## config.mk

```make
export PLATFORM = sky130hd
export DESIGN_NAME = sdram_frame_writer
export DESIGN_NICKNAME = d
export VERILOG_FILES = /design/src/rtl/sdram_frame_writer_pkg.sv /design/src/rtl/sdram_frame_writer_addr_gen.sv /design/src/rtl/sdram_frame_writer.sv
export SDC_FILE = /design/constraint.sdc
export NUM_CORES = 1
export LEC_CHECK = 0
export ABC_AREA = 1
export BUFFER_PORTS_ARGS = -buffer_cell sky130_fd_sc_hd__clkbuf_2
export CORE_MARGIN = 4
export CORE_UTILIZATION = 52
export CTS_CLUSTER_DIAMETER = 200
export DETAILED_ROUTE_END_ITERATION = 10
export PLACE_DENSITY = 0.8
export RECOVER_POWER = 50
export SETUP_SLACK_MARGIN = 0.4
export SYNTH_ARGS = -nofsm -noshare
export SYNTH_HDL_FRONTEND = slang
export SYNTH_HIERARCHICAL = 1
export SYNTH_SLANG_ARGS = --single-unit
```

## constraint.sdc

```tcl
create_clock -name clk -period 2.7 [get_ports clk]
set_clock_uncertainty 0.05 [all_clocks]
set_input_delay 0.675 -clock clk [delete_from_list [all_inputs] [get_ports clk]]
set_output_delay 0.675 -clock clk [all_outputs]
set_load 0.005 [all_outputs]
```

## src/rtl/sdram_frame_writer_pkg.sv

```systemverilog
// Shared definitions for the SDRAM frame writer: FSM encodings, default
// burst length, frame geometry and frame-buffer base addresses.
package sdram_frame_writer_pkg;

    typedef enum logic [2:0] {
        ST_HOLD      = 3'd0,
        ST_IDLE      = 3'd1,
        ST_REQ       = 3'd2,
        ST_BURST     = 3'd3,
        ST_WAIT_DONE = 3'd4
    } wr_state_e;

    localparam int DEF_BURST_LEN   = 256;
    localparam int DEF_FRAME_WORDS = 307200;
    localparam int DEF_ADDR_W      = 22;

    localparam logic [21:0] DEF_FRAME_BASE0 = 22'h000000;
    localparam logic [21:0] DEF_FRAME_BASE1 = 22'h080000;

    // Word counter width; a VGA frame (307200 words) fits in 20 bits.
    localparam int WORD_CNT_W = 20;
    localparam int RUSEDW_W   = 11;

    // Width of a down-counter that must hold the value burst_len.
    function automatic int beat_cnt_width(input int burst_len);
        return $clog2(burst_len + 1);
    endfunction

endpackage

```

## src/rtl/sdram_frame_writer_addr_gen.sv

```systemverilog
// frame_addr_gen: word counter, write-bank register and burst start address.
// Build option SDRAM_WR_PINGPONG_EN: when defined the write bank toggles at
// every completed frame; otherwise the writer stays on FRAME_BASE0.
module frame_addr_gen
    import sdram_frame_writer_pkg::*;
#(
    parameter int                BURST_LEN   = DEF_BURST_LEN,
    parameter int                FRAME_WORDS = DEF_FRAME_WORDS,
    parameter int                ADDR_W      = DEF_ADDR_W,
    parameter logic [ADDR_W-1:0] FRAME_BASE0 = ADDR_W'(DEF_FRAME_BASE0),
    parameter logic [ADDR_W-1:0] FRAME_BASE1 = ADDR_W'(DEF_FRAME_BASE1)
) (
    input  logic              clk,
    input  logic              rst_n,
    input  logic              restart,
    input  logic              advance,
    output logic [ADDR_W-1:0] wr_addr,
    output logic              frame_full,
    output logic              bank
);

    localparam logic [WORD_CNT_W-1:0] STEP       = WORD_CNT_W'(BURST_LEN);
    localparam logic [WORD_CNT_W-1:0] LAST_START = WORD_CNT_W'(FRAME_WORDS - BURST_LEN);

    logic [WORD_CNT_W-1:0] cnt_q, cnt_d;
    logic [ADDR_W-1:0]     addr_q, addr_d;
    logic                  bank_q, bank_d;

    // frame_full flags the burst in flight as the last one of the frame, so
    // the FSM can finish the frame in the same cycle it sees wr_done.
    assign frame_full = (cnt_q == LAST_START);
    assign wr_addr    = addr_q;
    assign bank       = bank_q;

    // Next-state: restart rewinds to the bank base, advance steps one burst.
    always_comb begin
        cnt_d  = cnt_q;
        addr_d = addr_q;
        bank_d = bank_q;
        if (restart) begin
            cnt_d  = '0;
            addr_d = bank_q ? FRAME_BASE1 : FRAME_BASE0;
        end else if (advance) begin
            cnt_d  = cnt_q + STEP;
            addr_d = addr_q + ADDR_W'(BURST_LEN);
`ifdef SDRAM_WR_PINGPONG_EN
            if (frame_full) begin
                bank_d = ~bank_q;
            end
`endif
        end
    end

    // Counter, address and bank registers.
    always_ff @(posedge clk or negedge rst_n) begin
        if (!rst_n) begin
            cnt_q  <= '0;
            addr_q <= FRAME_BASE0;
            bank_q <= 1'b0;
        end else begin
            cnt_q  <= cnt_d;
            addr_q <= addr_d;
            bank_q <= bank_d;
        end
    end

endmodule

```

## src/rtl/sdram_frame_writer.sv

```systemverilog
// sdram_frame_writer: drains the camera write FIFO into SDRAM burst writes,
// one frame per buffer, and reports the newest complete buffer on rd_bank.
// Build option SDRAM_WR_PINGPONG_EN (used in frame_addr_gen) selects
// double buffering; without it every frame lands at FRAME_BASE0.
//
//   state        | meaning
//   -------------+------------------------------------------------------
//   ST_HOLD      | no frame in progress; wait for frame_start / pending
//   ST_IDLE      | frame open; wait for a full burst in the FIFO
//   ST_REQ       | wr_req held until the controller acks
//   ST_BURST     | one FIFO read per wr_data_req, BURST_LEN in total
//   ST_WAIT_DONE | wait for wr_done, then step address / finish frame
module sdram_frame_writer
    import sdram_frame_writer_pkg::*;
#(
    parameter int                BURST_LEN   = DEF_BURST_LEN,
    parameter int                FRAME_WORDS = DEF_FRAME_WORDS,
    parameter int                ADDR_W      = DEF_ADDR_W,
    parameter logic [ADDR_W-1:0] FRAME_BASE0 = ADDR_W'(DEF_FRAME_BASE0),
    parameter logic [ADDR_W-1:0] FRAME_BASE1 = ADDR_W'(DEF_FRAME_BASE1)
) (
    input  logic                clk,
    input  logic                rst_n,
    input  logic                frame_start,
    input  logic [RUSEDW_W-1:0] fifo_rusedw,
    input  logic [15:0]         fifo_q,
    output logic                fifo_rdreq,
    output logic                fifo_clr,
    output logic                wr_req,
    input  logic                wr_ack,
    output logic [ADDR_W-1:0]   wr_addr,
    input  logic                wr_data_req,
    output logic [15:0]         wr_data,
    input  logic                wr_done,
    output logic                rd_bank,
    output logic                frame_done,
    output logic                overrun
);

    localparam int                    BEAT_W      = beat_cnt_width(BURST_LEN);
    localparam logic [BEAT_W-1:0]     BEATS_FULL  = BEAT_W'(BURST_LEN);
    localparam logic [RUSEDW_W-1:0]   BURST_AVAIL = RUSEDW_W'(BURST_LEN);

    if ((FRAME_WORDS % BURST_LEN) != 0) begin : g_frame_words_chk
        $error("FRAME_WORDS must be a multiple of BURST_LEN");
    end
    if (BURST_LEN >= (1 << RUSEDW_W)) begin : g_burst_len_chk
        $error("BURST_LEN must be representable in fifo_rusedw");
    end

    wr_state_e         state_q, state_d;
    logic [BEAT_W-1:0] beats_q, beats_d;
    logic              pend_q, pend_d;
    logic              wr_req_q, wr_req_d;
    logic              fifo_clr_q, fifo_clr_d;
    logic              frame_done_q, frame_done_d;
    logic              rd_bank_q, rd_bank_d;
    logic              overrun_q, overrun_d;

    logic              restart;
    logic              advance;
    logic              frame_full;
    logic              bank;
    logic              rd_strobe;

    frame_addr_gen #(
        .BURST_LEN   (BURST_LEN),
        .FRAME_WORDS (FRAME_WORDS),
        .ADDR_W      (ADDR_W),
        .FRAME_BASE0 (FRAME_BASE0),
        .FRAME_BASE1 (FRAME_BASE1)
    ) u_addr_gen (
        .clk        (clk),
        .rst_n      (rst_n),
        .restart    (restart),
        .advance    (advance),
        .wr_addr    (wr_addr),
        .frame_full (frame_full),
        .bank       (bank)
    );

    // beats_q counts down the strobes still owed in this burst; a strobe
    // arriving with nothing owed is an overrun and never reaches the FIFO.
    assign rd_strobe = wr_data_req && (state_q == ST_BURST) && (beats_q != '0);

    // Next-state and output decode.
    always_comb begin
        state_d      = state_q;
        beats_d      = beats_q;
        restart      = 1'b0;
        advance      = 1'b0;
        frame_done_d = 1'b0;
        rd_bank_d    = rd_bank_q;
        pend_d       = pend_q || (frame_start &&
                       (state_q inside {ST_REQ, ST_BURST, ST_WAIT_DONE}));
        overrun_d    = overrun_q || (wr_data_req && !rd_strobe);

        case (state_q)
            ST_HOLD: begin
                if (frame_start || pend_q) begin
                    restart = 1'b1;
                    pend_d  = 1'b0;
                    state_d = ST_IDLE;
                end
            end
            ST_IDLE: begin
                // IDLE is only ever entered with the frame still incomplete.
                if (frame_start) begin
                    restart = 1'b1;
                end else if (fifo_rusedw >= BURST_AVAIL) begin
                    state_d = ST_REQ;
                end
            end
            ST_REQ: begin
                if (wr_ack) begin
                    beats_d = BEATS_FULL;
                    state_d = ST_BURST;
                end
            end
            ST_BURST: begin
                if (rd_strobe) begin
                    beats_d = beats_q - BEAT_W'(1);
                    if (beats_q == BEAT_W'(1)) begin
                        state_d = ST_WAIT_DONE;
                    end
                end
            end
            ST_WAIT_DONE: begin
                if (wr_done) begin
                    advance = 1'b1;
                    if (frame_full) begin
                        frame_done_d = 1'b1;
                        rd_bank_d    = bank;
                        state_d      = ST_HOLD;
                    end else if (pend_d) begin
                        // Abandon the partial frame; HOLD replays the start.
                        state_d = ST_HOLD;
                    end else begin
                        state_d = ST_IDLE;
                    end
                end
            end
            default: state_d = ST_HOLD;
        endcase

        wr_req_d   = (state_d == ST_REQ);
        fifo_clr_d = restart;
    end

    // State and registered-output flops.
    always_ff @(posedge clk or negedge rst_n) begin
        if (!rst_n) begin
            state_q      <= ST_HOLD;
            beats_q      <= '0;
            pend_q       <= 1'b0;
            wr_req_q     <= 1'b0;
            fifo_clr_q   <= 1'b0;
            frame_done_q <= 1'b0;
            rd_bank_q    <= 1'b0;
            overrun_q    <= 1'b0;
        end else begin
            state_q      <= state_d;
            beats_q      <= beats_d;
            pend_q       <= pend_d;
            wr_req_q     <= wr_req_d;
            fifo_clr_q   <= fifo_clr_d;
            frame_done_q <= frame_done_d;
            rd_bank_q    <= rd_bank_d;
            overrun_q    <= overrun_d;
        end
    end

    assign fifo_rdreq = rd_strobe;
    assign wr_data    = fifo_q;
    assign wr_req     = wr_req_q;
    assign fifo_clr   = fifo_clr_q;
    assign frame_done = frame_done_q;
    assign rd_bank    = rd_bank_q;
    assign overrun    = overrun_q;

endmodule

```

==> out/results.txt, run 1 <==
Area growth from synthesis to final layout: 7.85%. Setup repair after global routing could not meet its margin everywhere. Synthesis produced 336 cells. The wire length per cell after detailed routing was 12.4 microns. The run gives 0.178 as the total track usage.

The worst slew slack as a fraction of its limit was 0.356. For the share of synthesized area occupied by flip-flops and latches, the log shows 0.416. The top cell type's share of synthesized area came out at 0.416. From left edge to right edge, the die measures 79.3 microns. Across the VDD grid, the largest voltage drop is 0.624 mV. The required time of the worst setup path came out at 1.98 ns. In this run, synthesis inferred 0 flip-flops with an integrated enable.

In this run the static leakage power is 1.45 nW. The kind of cell with the highest combined delay on the critical path is simple AND/OR/NAND/NOR gates. In this run the power density over the cells is 797 nW/um^2.

The netlist uses 38 different library cells. The share of async-settable or async-resettable flops after synthesis is 1.00, and the antenna cell count is 0. Each instance of the synthesized netlist takes up on average 7.87 sq um. The floorplan has 25 rows. The tree is rooted in a clkbuf_8. In this design, the stage delay of the slowest critical-path cell is 0.40 ns. Reg-to-reg critical path startpoint: state_q[1]. For the sink count of the clock tree, the log shows 44. The first detailed-routing pass took 4 iterations. For the achievable frequency, the log shows 436 MHz. After the first detailed-routing iteration, the DRC count stood at 134. The core box area was 4820 sq um. In this run the deepest clock path goes through 2 buffers. The transition time at the pin with the least slew margin works out to 0.967 ns. Count of pins on the block boundary: 77.

Once detail routing completed, the nets flagged for antenna violations numbered 0. The run finished with clean final reports. Routability-driven placement finished with a final weighted congestion of 0.835. The register clock-pin slew on the reported worst setup and hold paths works out to 0.08 ns.

The synthesized flop and latch total is 44, and the number of cells on the worst reg-to-reg path is 10. The routed layout has 2169 vias. The max-slew violation total from the final report was 0. The hold-critical path endpoint was overrun. Setup slack on the critical path of the routed design comes to 0.409 ns. The worst hold path begins at overrun.

Number of DRC violations after detailed routing: 0. The most instantiated flip-flop cell in the synthesis netlist is dfrtp_1. The final layout contains 397 nets. For the area of the die, the log shows 6290 sq um. The critical path is of the reg2out type.

The number of H-tree levels was 2. TritonCTS built the clock tree. Height of the die: 79.3 microns. In this run the worst path has a maximum fanout of 5. Once detailed placement completed, the half-perimeter wirelength came to 3.72 mm. Before CTS, the worst setup slack after placement is -0.0929 ns. The run gives 28 as the pin count of the biggest net entering global routing. Across all register-to-register paths, the minimum setup slack is 0.72 ns. The tools report the utilization after layout as 0.592.

Sorting the synthesized cells by area gives the leading types as dfrtp_1, nand2_1, buf_4. The critical path goes through inv_2 -> ha_1 -> nand2_1 -> nor2_1 -> nand2_4 -> nand2_4 -> inv_1 -> clkbuf_2. The number of buffers and inverters on the critical path is 3.

The largest individual stage delay along the critical path comes from the cell dfrtp_1. dfrtp_1 takes more of the synthesized area than any other cell. The tools report the number of failing setup endpoints in the final timing report as 0. In this run the number of cells on the critical path is 8. In this design, the critical path's most frequently occurring cell is nand2_4. The per-cell via count in the routed design was 5.08; the ratio of cells with drive above 1 in the final layout was 0.203. Data on the critical path arrives at its endpoint at 1.57 ns. The number of input and output port buffers inserted is 28. Summed over all layers, the global routing overflow is 0. The run gives 0 as the max-cap check violation count. The run gives 0.30 ns as the clock latency at the later pin of the worst-skew pair.

Capturing point of the worst reg2reg path: u_addr_gen/cnt_q[14]. The worst setup path is launched from a register. Final critical-path required period: 2.29 ns. Hold repair after CTS inserted 0 buffers.

For the number of global-route vias before repair, the log shows 2084. The first global-routing pass estimated 9.09 mm of wire. The worst hold path belongs to the class reg2reg. The final worst-path cycle share came out at 0.849.

The worst setup path is captured at an output pin. The total count of hold-check failures in the final report was 0; the sum of routed wire length over all layers was 5.30 mm. The Yosys warning count was 6. After routing, the total negative slack on setup checks comes to 0 ns. Hold-critical path depth: 1.

The run gives 0.549 as the starting density of the core. The number of antenna violations at the first check in global routing was 0. The mapped netlist covers 2650 sq um.

The number of CTS-inserted buffers is 5.
[cell usage in the layout (no fill, tap or decap), drive strengths merged, types with 2 or more instances in the layout]
cell type and n:
a211oi 2, a21oi 15, buf 6, clkbuf 35, clkinv 4, conb 9, dfrtp 44, ha 5
inv 40, nand2 72, nand3 27, nand4 6, nor2 53, nor3 7, nor3b 2, o21ai 20
o21bai 3, xnor2 2, xor2 3
[cells in the mapped netlist (2+ instances only)]
cell type,instances
o21ai_2,4
ha_1,5
nor3b_1,2
nand4_1,6
nor2_4,3
nor3_1,6
inv_1,34
a21oi_1,15
nand3_1,25
o21ai_0,12
buf_2,2
nor2_2,3
nand2_4,3
o21ai_1,4
buf_4,25
nand2_1,66
inv_2,5
xnor2_1,2
nor2_8,2
o21bai_1,2
dfrtp_1,44
nor2_1,45
a211oi_1,2
xor2_1,3
nand2_2,3
[flip-flops by register name (all words and copies together) (netlist names)]
signal	cells
state_q	3
rd_bank	1
beats_q	9
pend_q	1
fifo_clr	1
overrun	1
u_addr_gen/cnt_q	12
wr_req	1
frame_done	1
u_addr_gen/wr_addr	14
[metrics by stage]
step                hold slack [ns]  instance area (sq um)  cells  total power, mW
floorplan                     0.329                   2680    344             1.60
global placement              0.412                   2720    415             1.74
detailed placement            0.424                   2720    415             1.77
CTS                           0.274                   2820    423             2.22
global route                  0.492                   2850    427             2.46
finish                        0.438                   2850    427             2.27
[area by class of cell]
class | count | area [sq um]
Clock buffer | 6 | 82.6
Clock inverter | 2 | 10.0
Fill cell | 450 | 1960
Inverter | 42 | 165
Multi-Input combinational cell | 231 | 1220
Sequential cell | 44 | 1100
Tap cell | 67 | 83.8
Timing Repair Buffer | 35 | 189
[where the power goes]
| part | internal, mW | leakage, nW | switching (mW) | total [mW] |
|---|---|---|---|---|
| logic | 0.340 | 0.810 | 0.665 | 1.01 |
| clock network | 0.205 | 0.0510 | 0.233 | 0.437 |
| registers | 0.747 | 0.590 | 0.0851 | 0.832 |
| total | 1.29 | 1.45 | 0.983 | 2.27 |
[routing by layer]
| metal | vias to the layer above | track usage | routed length, microns |
|---|---|---|---|
| met5 | - | 0 | 0 |
| li1 | 1087 | - | - |
| met4 | 0 | 0.0515 | 47 |
| met2 | 58 | 0.313 | 2670 |
| met3 | 7 | 0.0374 | 274 |
| met1 | 1017 | 0.219 | 2310 |
[worst max-delay path by stage]
stage	start	to	slack (ns)
5_1_grt	beats_q[0]	fifo_rdreq	0.29
3_5_place_dp	state_q[1]	u_addr_gen/wr_addr[16]	-0.09
6_report	beats_q[0]	fifo_rdreq	0.41
3_3_place_gp	frame_start	u_addr_gen/cnt_q[9]	-0.01
2_1_floorplan	frame_start	u_addr_gen/cnt_q[11]	0.77
4_1_cts	beats_q[0]	fifo_rdreq	0.41
[logic make-up after synthesis]
kind of cell | after synthesis | share of synthesized area
xor+xnor | 5 | 0.0166
fa+ha+maj | 5 | 0.0237
buf+inv | 69 | 0.137
other cells | 1 | 0.00142
simple gates | 168 | 0.307
flops | 44 | 0.416
compound gates | 44 | 0.0979
[repair_timing]
action	CTS	global route
endpoints found under the setup margin	22	3
buffers inserted	0	4
gates resized for setup	3	2
[worst reg2reg max path: cells and delay by family, from the launching register on]
kind	cells	cell delay, ns
buffers and inverters	2	0.19
DFF	1	0.45
and+or+nand+nor	5	0.71
AOI/OAI and AO/OA	3	0.47
No activity file was read; power rests on OpenSTA's default activity.
==> inputs of run 2 (changes only) <==
Settings changed: ABC_AREA 1 to 0, PLACE_DENSITY 0.8 to 0.81.
Clock period 2.7 ns to 2.2 ns, I/O delays scaled along.
==> run 2 against run 1 <==
Effect of this change:
- the run now ends with negative setup slack left
- critical path depth fell by 4
- worst hold slack got worse by 0.065 ns
- register-to-register slack got worse by 0.50 ns
- via count fell by 0.65%
- setup slack got worse by 0.69 ns
- sequential share of layout area fell by 5.8 points
- count of clock-buffer cells in the layout rose by 2
- routed wire length rose by 22%
- first-iteration DRC count fell by 21%
- total power rose by 25%
- utilization rose by 12 points
- flip-flop and latch count did not move
- largest power group unchanged
==> out/results.txt, run 2 <==
The synthesized flop and latch total was 44 (unchanged). The tools report the total negative setup slack as -0.285 ns (was 0 ns). The synthesized cell area was 2540 sq um (was 2650 sq um); the wire length per cell after detailed routing was 16.9 microns (was 12.4 microns). The run gives 6080 sq um (was 6290 sq um) as the area of the die.

The final worst-path cycle share came out at 1.13. The transition time at the pin with the least slew margin works out to 1.07 ns (was 0.967 ns). Share of async-settable or async-resettable flops after synthesis: 1.00 (unchanged). The logs give 44 (unchanged) for the sink count of the clock tree and 0 (unchanged) for the cts-stage hold buffer count. Synth area leaders: dfrtp_1, buf_4, a21oi_1 (was dfrtp_1, nand2_1, buf_4). The logs give 77 (unchanged) for the count of pins on the block boundary and 0.539 (was 0.549) for the starting density of the core. The number of global-route vias before repair was 2042 (was 2084). For the detailed placement HPWL, the log shows 3.57 mm (was 3.72 mm). The kind of cell with the highest combined delay on the critical path was simple AND/OR/NAND/NOR gates (unchanged). The flip-flop count of the largest register, all copies and words added works out to 14 (unchanged). The share of synthesized area occupied by flip-flops and latches was 0.433 (was 0.416); the final critical-path required period was 2.49 ns. The per-cell via count in the routed design works out to 5.61 (was 5.08).

The kind of path behind the tightest hold check was in2async (was reg2reg). Weighted congestion reported at the end of routability-driven placement: 0.888 (was 0.835). The logs give 0.30 ns (about the same) for the clock latency at the later pin of the worst-skew pair and 4720 sq um (was 4820 sq um) for the core box area.

The tools report the max-cap check violation count as 0 (unchanged). The category of the most critical setup path is reg2out (unchanged). Number of failing setup endpoints in the final timing report: 1 (was 0). The nature of the critical path startpoint is a register (unchanged).

The number of CTS-inserted buffers came out at 5 (unchanged). The run gives 1.60 ns (was 1.98 ns) as the required time of the worst setup path. The number of enable flip-flop cells after synthesis works out to 0 (unchanged).

For the leakage component of the power, the log shows 1.48 nW (was 1.45 nW). The residual overflow from global routing is 0 (unchanged). The sum of routed wire length over all layers was 6.48 mm (was 5.30 mm); the number of buffers and inverters on the critical path was 1 (was 3).

Top cells by count, synth: dfrtp_1, buf_4, nor2_1 (was nand2_1, nor2_1, dfrtp_1). The number of cells in the design after placement is 343 (was 415), and the data arrival time of the worst path is 1.89 ns (was 1.57 ns). Number of cells on the worst reg-to-reg path: 9 (was 10). The pin count of the biggest net entering global routing was 25 (was 28); the total track usage was 0.194 (was 0.178). Length of the first detailed-routing pass in iterations: 4 (unchanged). The number of H-tree levels is 2 (unchanged), and the maximum net fanout on the critical path is 2 (was 5). The most instantiated library cell after synthesis is dfrtp_1 (was nand2_1). The number of input and output port buffers inserted is 28 (unchanged). The Yosys warning count is 6 (unchanged). Most instantiated flip-flop cell in the synthesis netlist: dfrtp_1 (unchanged). For the unique cell type count in the Yosys netlist, the log shows 49 (was 38).

Setup repair after global routing could not meet its margin everywhere. The row count was 25 (unchanged); the first-iteration detailed-routing DRC count was 106 (was 134). For the total count of hold-check failures in the final report, the log shows 0 (unchanged).

The flow ran to the end, but the final reports show violations. The vias after detailed routing was 2155 (was 2169). The tools report the reg-to-reg critical path startpoint as state_q[0] (was state_q[1]).

The tools report the capturing point of the worst reg2reg path as u_addr_gen/wr_addr[18] (was u_addr_gen/cnt_q[14]). The reg2reg setup slack came out at 0.22 ns (was 0.72 ns). For the post-synthesis instance total, the log shows 263 (was 336). The number of DRC violations after detailed routing was 0 (unchanged). Worst-case vdd ir drop: 0.359 mV (was 0.624 mV). The antenna cell count is 0 (unchanged), and the height of the die is 78.0 microns (was 79.3 microns). The delay of the slowest critical-path stage came out at 0.54 ns (was 0.40 ns). The worst slew slack as a fraction of its limit came out at 0.284 (was 0.356). The final reports fail on negative setup slack. Cell Chain, Critical Path: or4_4 -> or2_4 -> o31a_4 -> clkbuf_2 (was inv_2 -> ha_1 -> nand2_1 -> nor2_1 -> nand2_4 -> nand2_4 -> inv_1 -> clkbuf_2). The tools report the final instance count without filler cells as 384 (was 427).

Library cell occupying the most area in the post-synthesis netlist: dfrtp_1 (unchanged). For the number of nets in the layout, the log shows 354 (was 397). Number of antenna violations at the first check in global routing: 0 (unchanged).

The logs give 9.42 mm (was 9.09 mm) for the wire length of the first global-routing pass and 0 (unchanged) for the max-slew violation total from the final report. The achievable frequency was 402 MHz; the average cell area after synthesis was 9.68 sq um (was 7.87 sq um). The tools report the endpoint class of the critical path as an output pin (unchanged).

The most common library cell in the layout ignoring fill and taps was dfrtp_1 (was nand2_1). The root buffer cell is clkbuf_8 (unchanged). The x dimension of the die came out at 78.0 microns (was 79.3 microns). The total power divided by cell area works out to 845 nW/um^2 (was 797 nW/um^2). The register clock-pin slew on the reported worst setup and hold paths came out at 0.08 ns (about the same). Top cell type's share of synthesized area: 0.433 (was 0.416). TritonCTS built the clock tree.

The area growth from synthesis to final layout works out to 32.4% (was 7.85%). The remaining antenna violation count came out at 0 (unchanged). Cell at the slowest stage of the critical path: or4_4 (was dfrtp_1). Most frequent cells in the layout: dfrtp_1, buf_4, clkbuf_2 (was nand2_1, nor2_1, dfrtp_1).

The ratio of cells with drive above 1 in the final layout works out to 0.438 (was 0.203). The maximum root-to-sink buffer count came out at 2 (unchanged). For the post-route worst setup slack, the log shows -0.285 ns (was 0.409 ns).
-- run 2: changes by cell type after synthesis, sizes merged, moves of 10 or more --
| cell | change |
|---|---|
| nand2 | -58 |
| nor2 | -32 |
| inv | -30 |
| nand3 | -17 |
| o21ai | -13 |
| o31ai | +10 |
| or4 | +10 |
-- run 2: how the worst max path moves through the flow --
stage	start	to	slack, ns	cells past startpoint
global placement	beats_q[7]	fifo_rdreq	0.06	4
floorplan	beats_q[7]	fifo_rdreq	0.15	3
CTS	beats_q[7]	fifo_rdreq	-0.26	4
detailed placement	beats_q[7]	fifo_rdreq	0.05	4
global route	beats_q[4]	fifo_rdreq	-0.32	4
finish	beats_q[4]	fifo_rdreq	-0.29	4
-- run 2: metal layers --
layer	share of wire	GRT usage	vias to the layer above
met2	0.53	0.329	48
met5	0	0	-
met1	0.40	0.238	1076
li1	-	-	1019
met4	0.019	0.0542	0
met3	0.048	0.0580	12
-- run 2: cell families (layout without fill, tap and decap cells) --
| group | after synthesis | in the layout | share of synthesized area |
|---|---|---|---|
| simple gates | 97 | 97 | 0.219 |
| compound gates | 50 | 50 | 0.137 |
| buf+inv | 46 | 92 | 0.109 |
| flops | 44 | 44 | 0.433 |
| mux | 11 | 11 | 0.0462 |
| xor+xnor | 9 | 9 | 0.0310 |
| fa+ha+maj | 5 | 5 | 0.0246 |
| other cells | 1 | 9 | 0.00147 |
-- run 2: what timing repair did --
item                       in CTS  in global routing
gates cloned                    1                  0
setup endpoints to repair      30                 36
buffers inserted               19                 13
pin swaps                      19                 14
resized for setup              20                 47
-- run 2: stage by stage --
step / instance area [sq um] / utilization / hold slack, ns / worst slack, ns / total power, mW
2_1_floorplan: 2630 / - / 0.204 / 0.148 / 1.64
3_3_place_gp: 2720 / 0.575 / 0.409 / 0.0617 / 1.85
3_5_place_dp: 2720 / 0.575 / 0.414 / 0.0502 / 1.89
4_1_cts: 3080 / 0.652 / 0.192 / -0.262 / 2.60
5_1_grt: 3370 / 0.713 / 0.433 / -0.316 / 3.01
6_report: 3370 / 0.713 / 0.373 / -0.285 / 2.85
-- run 2: where the power goes --
group	internal (mW)	switching, mW	total [mW]
clock network	0.287	0.273	0.560
logic	0.613	0.565	1.18
registers	0.940	0.169	1.11
-- run 2: final cells by class --
cell class	count	area [sq um]
fill	333	1360
sequential	44	1110
inverter	10	45.0
timing repair buffer	74	579
multi-input combinational	181	1450
tap	67	83.8
clock buffer	8	100
